$ cat src/rtl/hazard_pkg.sv
// Shared types and constants for the pipeline sequencer: FSM states, the packed
// enable/flush control word and the load-use detector.
package hazard_pkg;

    typedef enum logic [2:0] {
        ST_FILL    = 3'd0,
        ST_RUN     = 3'd1,
        ST_MEMWAIT = 3'd2
    } hz_state_t;

    // Instruction the IF/ID buffer loads when flushed (addi x0, x0, 0).
    localparam logic [31:0] NOP_INSTR = 32'h0000_0013;

    typedef struct packed {
        logic pc_en;
        logic ifid_en;
        logic idex_en;
        logic exmem_en;
        logic memwb_en;
        logic ifid_flush;
        logic idex_flush;
        logic exmem_flush;
        logic memwb_flush;
    } hz_ctrl_t;

    // Bit order: pc, ifid, idex, exmem, memwb enables, then ifid..memwb flushes.
    localparam hz_ctrl_t CTRL_FILL   = 9'b0_1111_1111;
    localparam hz_ctrl_t CTRL_RUN    = 9'b1_1111_0000;
    localparam hz_ctrl_t CTRL_FREEZE = 9'b0_0000_0000;
    localparam hz_ctrl_t CTRL_BRANCH = 9'b1_1111_1110;
    localparam hz_ctrl_t CTRL_STALL  = 9'b0_0111_0100;

    // x0 is hard-wired zero, so a load targeting it can never create a hazard.
    function automatic logic is_load_use(
        input logic       mem_read,
        input logic [4:0] rd,
        input logic [4:0] rs1,
        input logic [4:0] rs2
    );
        return mem_read && (rd != 5'd0) && ((rd == rs1) || (rd == rs2));
    endfunction

endpackage

$ cat src/rtl/evt_counter.sv
// Free-running event counter: advances by one on each cycle with i_inc high and
// wraps silently at 2^W.
module evt_counter #(
    parameter int W = 32
) (
    input  logic         clk,
    input  logic         rst_n,
    input  logic         i_inc,
    output logic [W-1:0] o_cnt
);

    logic [W-1:0] r_cnt;

    // NOTE: sequential state is written with non-blocking assignments only, so
    // every flop samples the pre-edge value of its neighbours.
    always_ff @(posedge clk or negedge rst_n) begin
        if (!rst_n) begin
            r_cnt <= '0;
        end else if (i_inc) begin
            r_cnt <= r_cnt + W'(1);
        end
    end

    assign o_cnt = r_cnt;

endmodule

$ cat src/rtl/hazard_ctrl.sv
// Pipeline sequencer for the 5-stage core: drives PC and pipeline-buffer
// enables/flushes for reset fill, load-use stalls, taken branches and dmem waits.
module hazard_ctrl
    import hazard_pkg::*;
#(
    parameter int FILL_CYCLES  = 4,
    parameter int WAIT_TIMEOUT = 255,
    parameter int CNT_W        = 32
) (
    input  logic             clk,
    input  logic             rst,
    input  logic [4:0]       id_rs1,
    input  logic [4:0]       id_rs2,
    input  logic [4:0]       ex_rd,
    input  logic             ex_mem_read,
    input  logic             mem_branch_taken,
    input  logic             dmem_busy,
    output logic             pc_en,
    output logic             ifid_en,
    output logic             idex_en,
    output logic             exmem_en,
    output logic             memwb_en,
    output logic             ifid_flush,
    output logic             idex_flush,
    output logic             exmem_flush,
    output logic             memwb_flush,
    output logic [2:0]       state_o,
    output logic [CNT_W-1:0] stall_cnt,
    output logic [CNT_W-1:0] flush_cnt,
    output logic             err_timeout
);

    localparam int FILL_W = (FILL_CYCLES > 1) ? $clog2(FILL_CYCLES) : 1;
    localparam int WAIT_W = $clog2(WAIT_TIMEOUT + 1);

    localparam logic [FILL_W-1:0] FILL_LAST = FILL_W'(FILL_CYCLES - 1);
    localparam logic [WAIT_W-1:0] WAIT_LIM  = WAIT_W'(WAIT_TIMEOUT);
    localparam logic [WAIT_W-1:0] WAIT_SAT  = '1;

    hz_state_t         r_state;
    logic [FILL_W-1:0] r_fill_cnt;
    logic [WAIT_W-1:0] r_wait_cnt;
    logic              r_err_timeout;

    hz_state_t         w_state_nxt;
    logic [FILL_W-1:0] w_fill_nxt;
    logic [WAIT_W-1:0] w_wait_nxt;
    logic              w_timeout_hit;
    logic              w_stall_inc;
    logic              w_flush_inc;
    hz_ctrl_t          w_ctrl;

    always_ff @(posedge clk or negedge rst) begin
        if (!rst) begin
            r_state       <= ST_FILL;
            r_fill_cnt    <= '0;
            r_wait_cnt    <= '0;
            r_err_timeout <= 1'b0;
        end else begin
            r_state       <= w_state_nxt;
            r_fill_cnt    <= w_fill_nxt;
            r_wait_cnt    <= w_wait_nxt;
            r_err_timeout <= r_err_timeout | w_timeout_hit;
        end
    end

    // NOTE: every signal driven here gets a default before the case, so no path
    // leaves one unassigned and no latch is inferred.
    always_comb begin
        w_ctrl        = CTRL_FILL;
        w_state_nxt   = ST_FILL;
        w_fill_nxt    = r_fill_cnt + FILL_W'(1);
        w_wait_nxt    = '0;
        w_timeout_hit = 1'b0;
        w_stall_inc   = 1'b0;
        w_flush_inc   = 1'b0;

        case (r_state)
            ST_RUN, ST_MEMWAIT: begin
                w_fill_nxt = '0;
                if (dmem_busy) begin
                    w_ctrl      = CTRL_FREEZE;
                    w_state_nxt = ST_MEMWAIT;
                    if (r_state == ST_RUN) begin
                        w_wait_nxt = WAIT_W'(1);
                    end else if (r_wait_cnt == WAIT_SAT) begin
                        w_wait_nxt = WAIT_SAT;
                    end else begin
                        w_wait_nxt = r_wait_cnt + WAIT_W'(1);
                    end
                    w_timeout_hit = (w_wait_nxt >= WAIT_LIM);
                end else begin
                    // Release cycle of a wait decodes exactly like a RUN cycle, so a
                    // branch frozen in MEM flushes here.
                    w_state_nxt = ST_RUN;
                    if (mem_branch_taken) begin
                        w_ctrl      = CTRL_BRANCH;
                        w_flush_inc = 1'b1;
                    end else if (is_load_use(ex_mem_read, ex_rd, id_rs1, id_rs2)) begin
                        w_ctrl      = CTRL_STALL;
                        w_stall_inc = 1'b1;
                    end else begin
                        w_ctrl = CTRL_RUN;
                    end
                end
            end
            default: begin
                // FILL, and any unknown encoding, pumps bubbles until the count expires.
                if (r_fill_cnt == FILL_LAST) begin
                    w_state_nxt = ST_RUN;
                    w_fill_nxt  = '0;
                end
            end
        endcase
    end

    evt_counter #(.W(CNT_W)) u_stall_cnt (
        .clk   (clk),
        .rst_n (rst),
        .i_inc (w_stall_inc),
        .o_cnt (stall_cnt)
    );

    evt_counter #(.W(CNT_W)) u_flush_cnt (
        .clk   (clk),
        .rst_n (rst),
        .i_inc (w_flush_inc),
        .o_cnt (flush_cnt)
    );

    assign pc_en       = w_ctrl.pc_en;
    assign ifid_en     = w_ctrl.ifid_en;
    assign idex_en     = w_ctrl.idex_en;
    assign exmem_en    = w_ctrl.exmem_en;
    assign memwb_en    = w_ctrl.memwb_en;
    assign ifid_flush  = w_ctrl.ifid_flush;
    assign idex_flush  = w_ctrl.idex_flush;
    assign exmem_flush = w_ctrl.exmem_flush;
    assign memwb_flush = w_ctrl.memwb_flush;
    assign state_o     = r_state;
    assign err_timeout = r_err_timeout;

endmodule

$ cat config.mk
export PLATFORM = sky130hd
export DESIGN_NAME = hazard_ctrl
export DESIGN_NICKNAME = d
export VERILOG_FILES = /design/src/rtl/hazard_pkg.sv /design/src/rtl/evt_counter.sv /design/src/rtl/hazard_ctrl.sv
export SDC_FILE = /design/constraint.sdc
export NUM_CORES = 1
export LEC_CHECK = 0
export ABC_AREA = 0
export BUFFER_PORTS_ARGS = -buffer_cell sky130_fd_sc_hd__buf_2
export CAP_MARGIN = 5
export CORE_MARGIN = 8
export CORE_UTILIZATION = 53
export DETAILED_ROUTE_END_ITERATION = 10
export HOLD_SLACK_MARGIN = 0.1
export PLACE_DENSITY = 0.8
export SKIP_LAST_GASP = 1
export SYNTH_ARGS = -nofsm -noshare
export SYNTH_HDL_FRONTEND = slang
export SYNTH_HIERARCHICAL = 1
export SYNTH_SLANG_ARGS = --single-unit
$ cat constraint.sdc
create_clock -name clk -period 3.6 [get_ports clk]
set_input_delay 0.36 -clock clk [delete_from_list [all_inputs] [get_ports clk]]
set_output_delay 0.36 -clock clk [all_outputs]
set_load 0.02 [all_outputs]
==> results by group <==
Synthesis
  • Async S/R FF share, synth: 100%
  • Syn Area/Cell: 11.1 um^2
  • Post-synth cell types: 43
  • Seq/Total Area, Yosys: 50.9%
  • Ranking of synthesized cells by area: dfrtp_1 51%, xnor2_1 12%, xor2_1 6.0%
  • Cells after Synth: 340
  • Synth warn: 6
  • Dominant synthesized flop cell: dfrtp_1
  • Post-synth top area share: 50.9%
  • Number of synthesized flops with an enable pin: 0
  • Synth Register Bits: 77
  • Synth area leader: dfrtp_1
  • Post-Syn Nets: 365
  • Post-Synthesis Cell Area: 3780 um^2

Worst setup path
  • CP peak stage delay: 560 ps
  • Crit-path max FO: 11
  • CP max stage cell: or4_4
  • Register-to-Register Path Depth: 7
  • CP Buf/Inv Count: 1
  • Startpoint types: flop
  • FF-to-FF End: u_stall_cnt/o_cnt[23]
  • Crit-path cells: ha_1 > nor4b_1 > buf_4 > nand4_4 > or4_4 > nor4_2 > xor2_1
  • Largest delay share family, worst path: simple AND/OR/NAND/NOR gates
  • Critical path capture point type: flop
  • Critical path class: reg2reg
  • Reg-to-reg slack, setup: 1030 ps
  • Reg-to-reg startpoint: state_o[0]
  • WP data arrival: 2840 ps
  • Required @ worst endpoint: 3870 ps

Global routing
  • Initial antenna violation count: 0
  • First-pass GRT wire length: 14000 um
  • Vias in the first global route: 3006
  • Largest net degree at the start of global routing: 78
  • Remaining Overflow, GRT: 0
  • Tot GR Track Use: 17.2%

Floorplanning
  • Die W: 100 um
  • Row count: 31
  • I/O pins: 97
  • Placeable Area: 7100 um^2
  • Die area: 10100 um^2
  • Initial Util: 53.3%
  • Die height: 100 um

Final layout
  • Fin nets: 469
  • Commonest non-fill, non-tap cell in the layout: buf_2
  • Most frequent cells in the layout: 94 x buf_2, 77 x dfrtp_1, 51 x xnor2_1
  • Filler Cell Count: 584
  • Final Util: 65.0%
  • Layout cells sized above 1: 29.2%
  • Syn-to-layout area delta: 22.0%
  • N_diodes: 0

Drt
  • DRT Pass-1 Iters: 4
  • Highest routed layer: met4
  • DRC: 0
  • Met2 Wirelength: 4150 um
  • Routed wl met3: 445 um
  • Antenna viol nets, final: 0
  • Avg WL per Cell: 15.1 um
  • Vias: 2933
  • DR iter-0 viols: 77
  • Wire length on met1: 3530 um
  • WL final: 8250 um
  • DR vias/cell: 5.35

Clock network
  • CTS Buf Count: 9
  • Clock Path Buffers: 2
  • TritonCTS clock tree: done
  • Clock latency on the worst-skew pair: 340 ps
  • H-tree levels: 3
  • Clock root buffer: clkbuf_8
  • Clock Sinks: 77
  • Worst-path clk slew: 80 ps
  • Post_cts resized: 0
  • Hold_buf cts: 0
  • Setup bufs post-CTS: 0

Outcome
  • Run status: finished, final reports clean

Power and ir drop
  • Peak VDD IR: 0.255 mV
  • Total power: 2220 uW
  • Pwr Density: 481 nW/um^2
  • Leak pwr: 0.00232 uW

Run
  • Max-Cap Viols: 0

STA
  • TNS Setup: 0 ps
  • Fin. Hold Viols: 0
  • Endpoints failing setup: 0
  • Max-slew headroom: 37.4%
  • Clk_skew: 5.62 ps
  • Min setup slack post-route: 1030 ps
  • RSZ-0062 raised after global routing: false
  • Fmax: 389 MHz
  • Slew @ Worst Pin: 940 ps
  • Min Tclk post-route: 2570 ps
  • Final Slew Violations: 0
  • Tcrit/Tclk final: 71.4%
  • Hold Slack: 155 ps

Placement
  • Port Buffers: 95
  • Final HPWL DP: 6190 um
  • Final Wtd Congestion: 0.806
  • Worst slack, placed: 927 ps

Worst hold path
  • Hold/Removal Path Class: in2async
==> registers in the layout (all words and copies together) (netlist names) <==
name / count
err_timeout: 1
r_fill_cnt: 2
r_wait_cnt: 8
state_o: 2
u_flush_cnt/o_cnt: 32
u_stall_cnt/o_cnt: 32
==> per-layer routing <==
layer | up-vias | global-route usage [%]
met1 | 1437 | 20.4
met3 | 14 | 3.94
met2 | 72 | 29.5
met4 | 0 | 6.63
met5 | - | 0
li1 | 1410 | -
==> through the flow <==
step,instances,instance area (um^2)
after floorplan,340,3780
final,548,4610
after detailed placement,532,4370
after global routing,548,4610
after global placement,532,4370
after CTS,548,4610
==> area by class of cell <==
cell class | count | area (um^2) | share of cell area, %
Sequential cell | 77 | 1930 | 41.8
Tap cell | 99 | 124 | 2.69
Inverter | 11 | 41.3 | 0.895
Clock inverter | 6 | 110 | 2.39
Timing Repair Buffer | 98 | 500 | 10.8
Clock buffer | 10 | 138 | 2.98
Multi-Input combinational cell | 247 | 1770 | 38.4
==> cells by family after synthesis <==
family,Yosys count,synth area share (%)
AND/OR/NAND/NOR,144,23.5
AO/OA/AOI/OAI,17,2.94
XOR/XNOR,77,17.8
multiplexers,3,0.860
flip-flops,77,50.9
buffers and inverters,16,2.18
other,1,0.0991
adder cells (fa/ha/maj),5,1.65
==> cells in the mapped netlist, types with 2 or more instances <==
| master | count |
|---|---|
| dfrtp_1 | 77 |
| xnor2_1 | 51 |
| nand2_1 | 26 |
| xor2_1 | 26 |
| nand3_1 | 24 |
| nand4_1 | 20 |
| nor3_1 | 11 |
| and3_1 | 10 |
| inv_1 | 10 |
| nor2_1 | 10 |
| nor4_1 | 8 |
| a21oi_1 | 6 |
| and4_1 | 6 |
| and2_1 | 5 |
| ha_1 | 5 |
| buf_4 | 4 |
| nor3b_1 | 4 |
| nor4_2 | 4 |
| a21o_1 | 2 |
| a31oi_1 | 2 |
| and4_2 | 2 |
| mux2_2 | 2 |
| nand4_4 | 2 |
| nand4b_1 | 2 |
| or3_1 | 2 |
| or4_4 | 2 |
==> power breakdown <==
part | leakage, uW | switching (uW) | internal (uW) | total, uW
logic | 0.00117 | 287 | 165 | 452
clock network | 0.000119 | 308 | 478 | 786
registers | 0.00104 | 62.3 | 919 | 981
==> worst max-delay path by stage <==
stage | startpoint | endpoint | slack (ps) | cells past startpoint
after floorplan | state_o[1] | u_stall_cnt/o_cnt[23] | 420 | 8
after global placement | ex_rd[0] | u_stall_cnt/o_cnt[23] | 970 | 10
after detailed placement | ex_rd[2] | u_stall_cnt/o_cnt[23] | 930 | 10
after CTS | state_o[0] | u_stall_cnt/o_cnt[23] | 1020 | 7
after global routing | state_o[0] | u_stall_cnt/o_cnt[23] | 800 | 7
final | state_o[0] | u_stall_cnt/o_cnt[23] | 1030 | 7
==> worst register-to-register path, cell delays in order (launching register included) <==
cell and delay [ps]:
dfrtp_1 380, ha_1 410, nor4b_1 330, buf_4 210
nand4_4 140, or4_4 560, nor4_2 310, xor2_1 160
Note: power is estimated with default switching activity, not from simulation.
